--- src/rtl/conv_pkg.sv ---
// Shared types and helpers for the convolution / deconvolution datapaths.
package conv_pkg;

  localparam int unsigned DefW    = 8;
  localparam int unsigned DefTaps = 4;

  typedef enum logic [1:0] {
    StIdle,
    StMac,
    StOut
  } state_e;

  // Clamp v into the signed range of a w-bit value; clamped reports whether it moved.
  function automatic logic signed [63:0] sat_clamp(input logic signed [63:0] v,
                                                   input int unsigned       w,
                                                   output logic             clamped);
    logic signed [63:0] hi;
    logic signed [63:0] lo;
    hi = (64'sd1 <<< (w - 1)) - 64'sd1;
    lo = -(64'sd1 <<< (w - 1));
    clamped = 1'b1;
    if (v > hi) begin
      sat_clamp = hi;
    end else if (v < lo) begin
      sat_clamp = lo;
    end else begin
      sat_clamp = v;
      clamped   = 1'b0;
    end
  endfunction

endpackage

--- src/rtl/deconv_mac.sv ---
// Serial multiply-subtract unit: acc is either loaded with a sign-extended sample or
// decremented by one signed W x W product per enabled cycle.
module deconv_mac #(
  parameter int unsigned W     = 8,
  parameter int unsigned ACC_W = 19
) (
  input  logic                    clk_i,
  input  logic                    rst_i,
  input  logic                    load_i,
  input  logic signed [W-1:0]     load_data_i,
  input  logic                    en_i,
  input  logic signed [W-1:0]     coef_i,
  input  logic signed [W-1:0]     sample_i,
  output logic signed [ACC_W-1:0] acc_o
);

  logic signed [2*W-1:0]   prod;
  logic signed [ACC_W-1:0] acc_d, acc_q;

  assign prod  = coef_i * sample_i;
  assign acc_o = acc_q;

  // Next accumulator value: load has priority over a MAC step.
  always_comb begin
    acc_d = acc_q;
    if (load_i) begin
      acc_d = {{(ACC_W - W){load_data_i[W-1]}}, load_data_i};
    end else if (en_i) begin
      acc_d = acc_q - {{(ACC_W - 2 * W){prod[2*W-1]}}, prod};
    end
  end

  // Accumulator register.
  always_ff @(posedge clk_i or posedge rst_i) begin
    if (rst_i) begin
      acc_q <= '0;
    end else begin
      acc_q <= acc_d;
    end
  end

endmodule

--- src/rtl/deconv_serial.sv ---
// Serial deconvolver for a monic FIR: x[n] = y[n] - sum h[k]*x[n-k], one MAC per cycle.
// Build option DECONV_SAT_EN: clamp the result to W bits and expose out_sat_o;
// otherwise the result wraps.
module deconv_serial
  import conv_pkg::*;
#(
  parameter int unsigned W     = DefW,
  parameter int unsigned TAPS  = DefTaps,
  parameter int unsigned ACC_W = 2 * W + $clog2(TAPS) + 1
) (
  input  logic                clk_i,
  input  logic                rst_i,
  input  logic                clear_i,
  input  logic                coef_we_i,
  input  logic [3:0]          coef_addr_i,
  input  logic signed [W-1:0] coef_data_i,
  input  logic                in_valid_i,
  output logic                in_ready_o,
  input  logic signed [W-1:0] in_data_i,
  output logic                out_valid_o,
  input  logic                out_ready_i,
  output logic signed [W-1:0] out_data_o
`ifdef DECONV_SAT_EN
  ,
  output logic                out_sat_o
`endif
);

  localparam int unsigned KW = $clog2(TAPS);

  state_e                  state_d, state_q;
  logic [KW-1:0]           k_d, k_q;
  logic                    out_valid_d, out_valid_q;
  logic signed [W-1:0]     out_data_d, out_data_q;
  logic signed [W-1:0]     h_q    [1:TAPS-1];
  logic signed [W-1:0]     hist_q [0:TAPS-2];
  logic signed [W-1:0]     coef_sel, hist_sel, result;
  logic signed [ACC_W-1:0] acc;
  logic                    accept, idle, hist_shift, result_sat;

  assign idle        = (state_q == StIdle);
  assign in_ready_o  = idle && !clear_i;
  assign accept      = in_valid_i && in_ready_o;
  assign hist_shift  = (state_q == StOut) && out_valid_q && out_ready_i;
  assign out_valid_o = out_valid_q;
  assign out_data_o  = out_data_q;

  // Select h[k] and x[n-k] for the current MAC step.
  always_comb begin
    coef_sel = '0;
    hist_sel = '0;
    for (int unsigned i = 1; i < TAPS; i++) begin
      if (k_q == KW'(i)) begin
        coef_sel = h_q[i];
        hist_sel = hist_q[i-1];
      end
    end
  end

  deconv_mac #(
    .W     (W),
    .ACC_W (ACC_W)
  ) u_mac (
    .clk_i       (clk_i),
    .rst_i       (rst_i),
    .load_i      (accept),
    .load_data_i (in_data_i),
    .en_i        (state_q == StMac),
    .coef_i      (coef_sel),
    .sample_i    (hist_sel),
    .acc_o       (acc)
  );

`ifdef DECONV_SAT_EN
  logic signed [63:0] acc_clamped;
  logic               unused_clamp_hi;
  logic               sat_d, sat_q;

  // Clamp the accumulator into W bits.
  always_comb begin
    acc_clamped = sat_clamp(64'(acc), W, result_sat);
  end
  assign result          = acc_clamped[W-1:0];
  assign unused_clamp_hi = ^acc_clamped[63:W];
  assign out_sat_o       = sat_q;
`else
  logic unused_acc_hi;
  assign result        = acc[W-1:0];
  assign result_sat    = 1'b0;
  assign unused_acc_hi = ^{acc[ACC_W-1:W], result_sat};
`endif

  // FSM next state and output register next values.
  always_comb begin
    state_d     = state_q;
    k_d         = k_q;
    out_valid_d = out_valid_q;
    out_data_d  = out_data_q;
`ifdef DECONV_SAT_EN
    sat_d       = sat_q;
`endif
    unique case (state_q)
      StIdle: begin
        if (accept) begin
          k_d     = KW'(1);
          state_d = StMac;
        end
      end
      StMac: begin
        if (k_q == KW'(TAPS - 1)) begin
          state_d = StOut;
        end else begin
          k_d = k_q + KW'(1);
        end
      end
      StOut: begin
        // First OUT cycle captures the result; it then holds until accepted.
        if (!out_valid_q) begin
          out_valid_d = 1'b1;
          out_data_d  = result;
`ifdef DECONV_SAT_EN
          sat_d       = result_sat;
`endif
        end else if (out_ready_i) begin
          out_valid_d = 1'b0;
          state_d     = StIdle;
        end
      end
      default: state_d = StIdle;
    endcase
  end

  // FSM and output registers.
  always_ff @(posedge clk_i or posedge rst_i) begin
    if (rst_i) begin
      state_q     <= StIdle;
      k_q         <= '0;
      out_valid_q <= 1'b0;
      out_data_q  <= '0;
`ifdef DECONV_SAT_EN
      sat_q       <= 1'b0;
`endif
    end else begin
      state_q     <= state_d;
      k_q         <= k_d;
      out_valid_q <= out_valid_d;
      out_data_q  <= out_data_d;
`ifdef DECONV_SAT_EN
      sat_q       <= sat_d;
`endif
    end
  end

  // Coefficient regfile h[1..TAPS-1]; writes only land while idle.
  always_ff @(posedge clk_i or posedge rst_i) begin
    if (rst_i) begin
      for (int unsigned i = 1; i < TAPS; i++) h_q[i] <= '0;
    end else if (idle && coef_we_i) begin
      for (int unsigned i = 1; i < TAPS; i++) begin
        if (32'(coef_addr_i) == i) h_q[i] <= coef_data_i;
      end
    end
  end

  // History of emitted samples, newest in slot 0.
  always_ff @(posedge clk_i or posedge rst_i) begin
    if (rst_i) begin
      for (int unsigned i = 0; i < TAPS - 1; i++) hist_q[i] <= '0;
    end else if (idle && clear_i) begin
      for (int unsigned i = 0; i < TAPS - 1; i++) hist_q[i] <= '0;
    end else if (hist_shift) begin
      hist_q[0] <= out_data_q;
      for (int unsigned i = 1; i < TAPS - 1; i++) hist_q[i] <= hist_q[i-1];
    end
  end

endmodule
--- config.mk ---
export PLATFORM = sky130hd
export DESIGN_NAME = deconv_serial
export DESIGN_NICKNAME = d
export VERILOG_FILES = /design/src/rtl/conv_pkg.sv /design/src/rtl/deconv_mac.sv /design/src/rtl/deconv_serial.sv
export SDC_FILE = /design/constraint.sdc
export NUM_CORES = 1
export LEC_CHECK = 0
export BUFFER_PORTS_ARGS = -buffer_cell sky130_fd_sc_hd__buf_2
export CAP_MARGIN = 20
export CORE_AREA = 2 2 80 139
export DETAILED_ROUTE_END_ITERATION = 7
export DIE_AREA = 0 0 82 141
export HOLD_SLACK_MARGIN = 0.03
export PLACE_DENSITY = 0.85
export RECOVER_POWER = 50
export SLEW_MARGIN = 25
export SYNTH_ARGS = -nofsm -noshare
export SYNTH_HDL_FRONTEND = slang
export SYNTH_HIERARCHICAL = 1
export SYNTH_SLANG_ARGS = --single-unit
--- constraint.sdc ---
create_clock -name clk_i -period 15.6 [get_ports clk_i]
set_input_delay 1.56 -clock clk_i [delete_from_list [all_inputs] [get_ports clk_i]]
set_output_delay 1.56 -clock clk_i [all_outputs]
set_load 0.01 [all_outputs]
=== Word-level counts from Yosys, hierarchy flattened ===
Cells that the tools add are included.

* Register bits after elaboration: 80
* Input port bits: 26
* Output and inout bits: 10
* Word-level logic and storage cells: 64

* $add $sub $neg: 2
* Multiply operators: 1
* Equal/unequal tests: 13
* Multiplexer cells: 19
* Bitwise operators: 1
* Reductions and logical operators: 17

{| class="wikitable"
|+ Operators by type and width
! kind !! count
|-
| $mux W24 || 2
|-
| $mux W8 || 6
|-
| $mux W19 || 2
|-
| $sub A19 B19 Y19 || 1
|-
| $mul A8 B8 Y16 || 1
|-
| $mux W2 || 5
|-
| $ne A2 B2 Y1 const B || 5
|-
| $eq A4 B2 Y1 const B || 2
|-
| $reduce_and A2 Y1 || 4
|-
| $eq A2 B2 Y1 const B || 3
|-
| $logic_and A1 B1 Y1 || 6
|-
| $pmux W2 S3 || 1
|-
| $reduce_bool A2 Y1 || 3
|-
| $eq A2 B1 Y1 const B || 2
|-
| $eq A4 B1 Y1 const B || 1
|-
| $pmux W2 S2 || 1
|-
| $reduce_and A4 Y1 || 1
|-
| $reduce_and A3 Y1 || 1
|-
| $add A2 B1 Y2 const B || 1
|-
| $logic_not A2 Y1 || 1
|-
| $mux W1 || 2
|-
| $logic_not A1 Y1 || 1
|-
| $not A1 Y1 || 1
|}

=== Longest topological paths before layout ===
* Depth in word-level cells: 8
* Gate-level depth with buffers: 24

=== Cells and area by module ===
Netlist, hierarchy kept.

{| class="wikitable"
|+ By module, submodules not included
! module !! instances !! cells an instance !! area an instance (µm²) !! sequential area each (µm²)
|-
| deconv_mac || 1 || 476 || 4166.5 || 475.5
|-
| deconv_serial || 1 || 225 || 2746.4 || 1526.5
|}

=== Least setup slack after synthesis ===
Ideal clock, no wire load.

* Path type: register to register
* From: register k_q[0]
* To: register u_mac.acc_q[18] (netlist: u_mac/acc_o[18])
* Setup time: 0.126 ns
* Arrival time: 7.146 ns
* Data required time: 15.474 ns
* Setup slack: 8.328 ns
* Stages on the path, launching flop included: 28
* Cells stage by stage: dfrtp_1 -> inv_1 -> ha_1 -> clkbuf_1 -> buf_1 -> a21oi_1 -> o21ai_0 -> nand2b_1 -> fa_1 -> fa_1 -> inv_1 -> fa_1 -> inv_1 -> fa_1 -> inv_1 -> ha_1 -> a21oi_1 -> o21bai_1 -> a21oi_1 -> xnor2_1 -> ha_1 -> and2_4 -> a221o_1 -> a221oi_4 -> o2111ai_1 -> a211oi_2 -> a22oi_1 -> o311a_1

* Word-level cells in the longest chain between the ends: 8
* Elaborated cells between the ends (all ways): 13

{| class="wikitable"
|+ RTL lines
! what !! RTL line !! text
|-
| from (decl) || deconv_serial.sv:32 || <nowiki>logic [KW-1:0] k_d, k_q;</nowiki>
|-
| from (signal assigned) || deconv_serial.sv:145 || <nowiki>k_q <= k_d;</nowiki>
|-
| $eq A2 B1 Y1 || deconv_serial.sv:53 || <nowiki>if (k_q == KW'(i)) begin</nowiki>
|-
| $mux W8 (2 in a row) || deconv_serial.sv:53 ||
|-
| $mux W8 (*) || deconv_serial.sv:53 ||
|-
| net hist_sel[7] || deconv_serial.sv:37 || <nowiki>logic signed [W-1:0] coef_sel, hist_sel, result;</nowiki>
|-
| $mul A8 B8 Y16 (*) || deconv_mac.sv:20 || <nowiki>assign prod = coef_i * sample_i;</nowiki>
|-
| $sub A19 B19 Y19 (*) || deconv_mac.sv:29 || <nowiki>acc_d = acc_q - {{(ACC_W - 2 * W){prod[2*W-1]}}, prod};</nowiki>
|-
| $mux W19 (*) || deconv_mac.sv:28 || <nowiki>end else if (en_i) begin</nowiki>
|-
| $mux W19 (*) || deconv_mac.sv:26 || <nowiki>if (load_i) begin</nowiki>
|-
| to (signal assigned) || deconv_mac.sv:36 || <nowiki>acc_q <= '0;</nowiki>
|-
| to (signal assigned) || deconv_mac.sv:38 || <nowiki>acc_q <= acc_d;</nowiki>
|-
| to (decl) || deconv_mac.sv:18 || <nowiki>logic signed [ACC_W-1:0] acc_d, acc_q;</nowiki>
|}

The timed path passes the listed nets; every way through them passes the cells marked *. The select of a mux whose other input is x is not followed.
A chain may end at the register's enable or synchronous reset.

=== Final worst setup path ===
* From: register k_q[0]
* To: register u_mac.acc_q[7] (netlist: u_mac/acc_o[7])

Same word-level chain as after synthesis.

==> results.py <==
metrics = {
    "grt": {
        "grt_max_degree": 62,
        "grt_overflow": 0,
        "antenna_found_initial": 0,
        "grt_usage": 0.185,
        "grt_pass1_vias": 3431,
        "grt_pass1_wl_um": 16200,
    },
    "route": {
        "dr.pass1.iters": 4,
        "ant_nets": 0,
        "num_vias": 3177,
        "routed_wirelength_um": 9770,
        "via_per_inst": 5.42,
        "drc_errors": 0,
        "drtIter0Drc": 183,
        "wl_per_cell_um": 16.7,
    },
    "setup_path": {
        "crit_path_frequent_cell": "ha_1",
        "setup.worst_path.class": "reg2reg",
        "startpoint": "k_q[0]",
        "worst_setup_path_end_kind": "flop",
        "crit_buf_inv": 4,
        "required_ns": 15.82,
        "r2r-end": "u_mac/acc_o[7]",
        "critPathArrivalTime_ns": 6.42,
        "cp_slowest_cell": "o21ai_0",
        "regToRegStartpoint": "k_q[0]",
        "path_max_fanout": 26,
        "cpPeakStageDelay_ns": 0.70,
        "cp.depth": 22,
        "reg2regPathDepth": 22,
        "cpLargestDelayFamily": "adder cells",
        "r2r_slack_ns": 9.40,
        "crit_path_start_kind": "flop",
        "cp_cell_sequence": "inv_1, ha_1, nor2b_1, a22oi_1, o21ai_0, and2_1, ha_1, fa_1, ha_1, inv_1, fa_1, inv_1, ha_1, fa_1, inv_1, ha_1, o21ai_0, nand2b_1, a21oi_1, xor2_1, a21oi_1, o21a_1",
    },
    "floorplan": {
        "core-area_mm2": 0.0105,
        "die_y_um": 141,
        "ios": 36,
        "die_area_mm2": 0.0116,
        "start_util": 0.421,
        "chipWidth_um": 82,
        "num_rows": 50,
    },
    "hold_path": {
        "worstHoldStart": "hist_q[5]",
        "hp-class": "reg2reg",
        "hold_depth": 1,
        "min_to": "hist_q[5]",
    },
    "timing": {
        "rsz0062_at_grt": "no",
        "setup_viol_count_final": 0,
        "slew_headroom": -1.10,
        "worstMarginPinSlew_ns": 3.15,
        "maxSlewViolCount": 62,
        "period_needed_ns": 6.20,
        "fin_tns_setup_ns": 0,
        "min_period_over_period": 0.397,
        "setup_slack_ns": 9.40,
        "fin_worst_skew_ns": 0.00585,
        "fmax_mhz": 161,
        "final_hold_viol_count": 0,
    },
    "cells_and_area": {
        "register_area_mm2": 0.00173,
        "drive_gt1_frac": 0.191,
        "fillers": 949,
        "area_delta_synth_final_pct": 12.2,
        "final_core_util": 0.473,
        "layout_common_cells": "dfrtp_1 (69), inv_1 (48), nand2_1 (33), mux2_2 (33), buf_2 (33)",
        "multi_input_area_mm2": 0.00243,
        "nets": 528,
        "instances_no_fill": 586,
        "fin_area_mm2": 0.00497,
        "antenna_cells": 0,
        "layout_commonest_cell": "dfrtp_1",
    },
    "synthesis": {
        "syn_area_mm2": 0.00443,
        "postSynthAreaPerCell_um2": 10.5,
        "syn_inst": 422,
        "ys_warn_count": 6,
        "syn_nets": 499,
    },
    "status": {
        "violations": "capacitance limit, slew limit",
        "outcome": "finished with violations",
    },
    "power_and_ir_drop": {
        "ir_worst_vdd_v": 0.000109,
        "seqPwrFrac": 0.377,
        "p_clk_frac": 0.232,
        "power_density_mw_per_mm2": 160,
        "p_int_uw": 488,
        "swShare": 0.386,
        "p_comb_frac": 0.391,
        "p_switching_uw": 307,
        "p_leak_nw": 2.41,
    },
    "clock_network": {
        "cts_buffers": 9,
        "clock-sinks": 69,
        "cts_tree": "built",
        "root_buffer": "clkbuf_16",
        "htreeDepth": 3,
        "cts_buffer_depth": 2,
        "clock_latency_ns": 0.33,
        "cts.clk_slew.worst_paths_ns": 0.06,
        "cts_resized": 0,
        "ctsHoldBuffers": 0,
        "post_cts_buffers": 0,
    },
    "placement": {
        "pre_cts_slack_ns": 9.51,
        "gp_routability_congestion": 0.887,
        "dp_hpwl_um": 7230,
        "placed_area_mm2": 0.00471,
        "placed_cells": 570,
        "place.port_buffers": 35,
    },
    "flow_run": {
        "max_cap_violations": 1,
    },
}
## cell type report
class / count / share of cell area
flip-flops and latches: 69 / 0.348
multi-input cells: 283 / 0.489
repair buffers: 39 / 0.0400
well taps: 130 / 0.0327
clock inverters: 6 / 0.00781
clock buffers: 10 / 0.0461
inverters: 49 / 0.0370
## through the flow
stage | hold slack (ns) | power, mW
floorplan | 0.457 | 0.519
global placement | 0.479 | 0.590
detailed placement | 0.482 | 0.611
CTS | 0.503 | 0.800
global route | 0.515 | 0.850
finish | 0.504 | 0.795
## state kept, by name (all words and copies together) (netlist names)
register / count
out_data_o: 8
hist_q: 24
state_q: 2
out_valid_o: 1
k_q: 2
u_mac/acc_o: 8
h_q: 24
## power by group through the flow
stage | Sequential [mW] | Clock (mW) | Combinational, mW
global route | 0.307 | 0.196 | 0.347
finish | 0.299 | 0.184 | 0.311
detailed placement | 0.302 | 0 | 0.309
global placement | 0.296 | 0 | 0.293
CTS | 0.299 | 0.189 | 0.312
floorplan | 0.284 | 0 | 0.236
## worst max path at each step
stage	slack, ns	endpoint
finish	9.40	u_mac/acc_o[7]
global route	9.05	u_mac/acc_o[7]
CTS	9.48	u_mac/acc_o[7]
detailed placement	9.51	u_mac/acc_o[7]
global placement	9.62	u_mac/acc_o[7]
floorplan	10.37	u_mac/acc_o[7]
## metal layers
layer / wire length (um) / vias to the layer above / track usage
li1: - / 1475 / -
met1: 3630 / 1593 / 0.205
met2: 5260 / 76 / 0.310
met3: 292 / 33 / 0.0288
met4: 592 / 0 / 0.132
met5: 0 / - / 0
No activity file was read; power rests on OpenSTA's default activity.
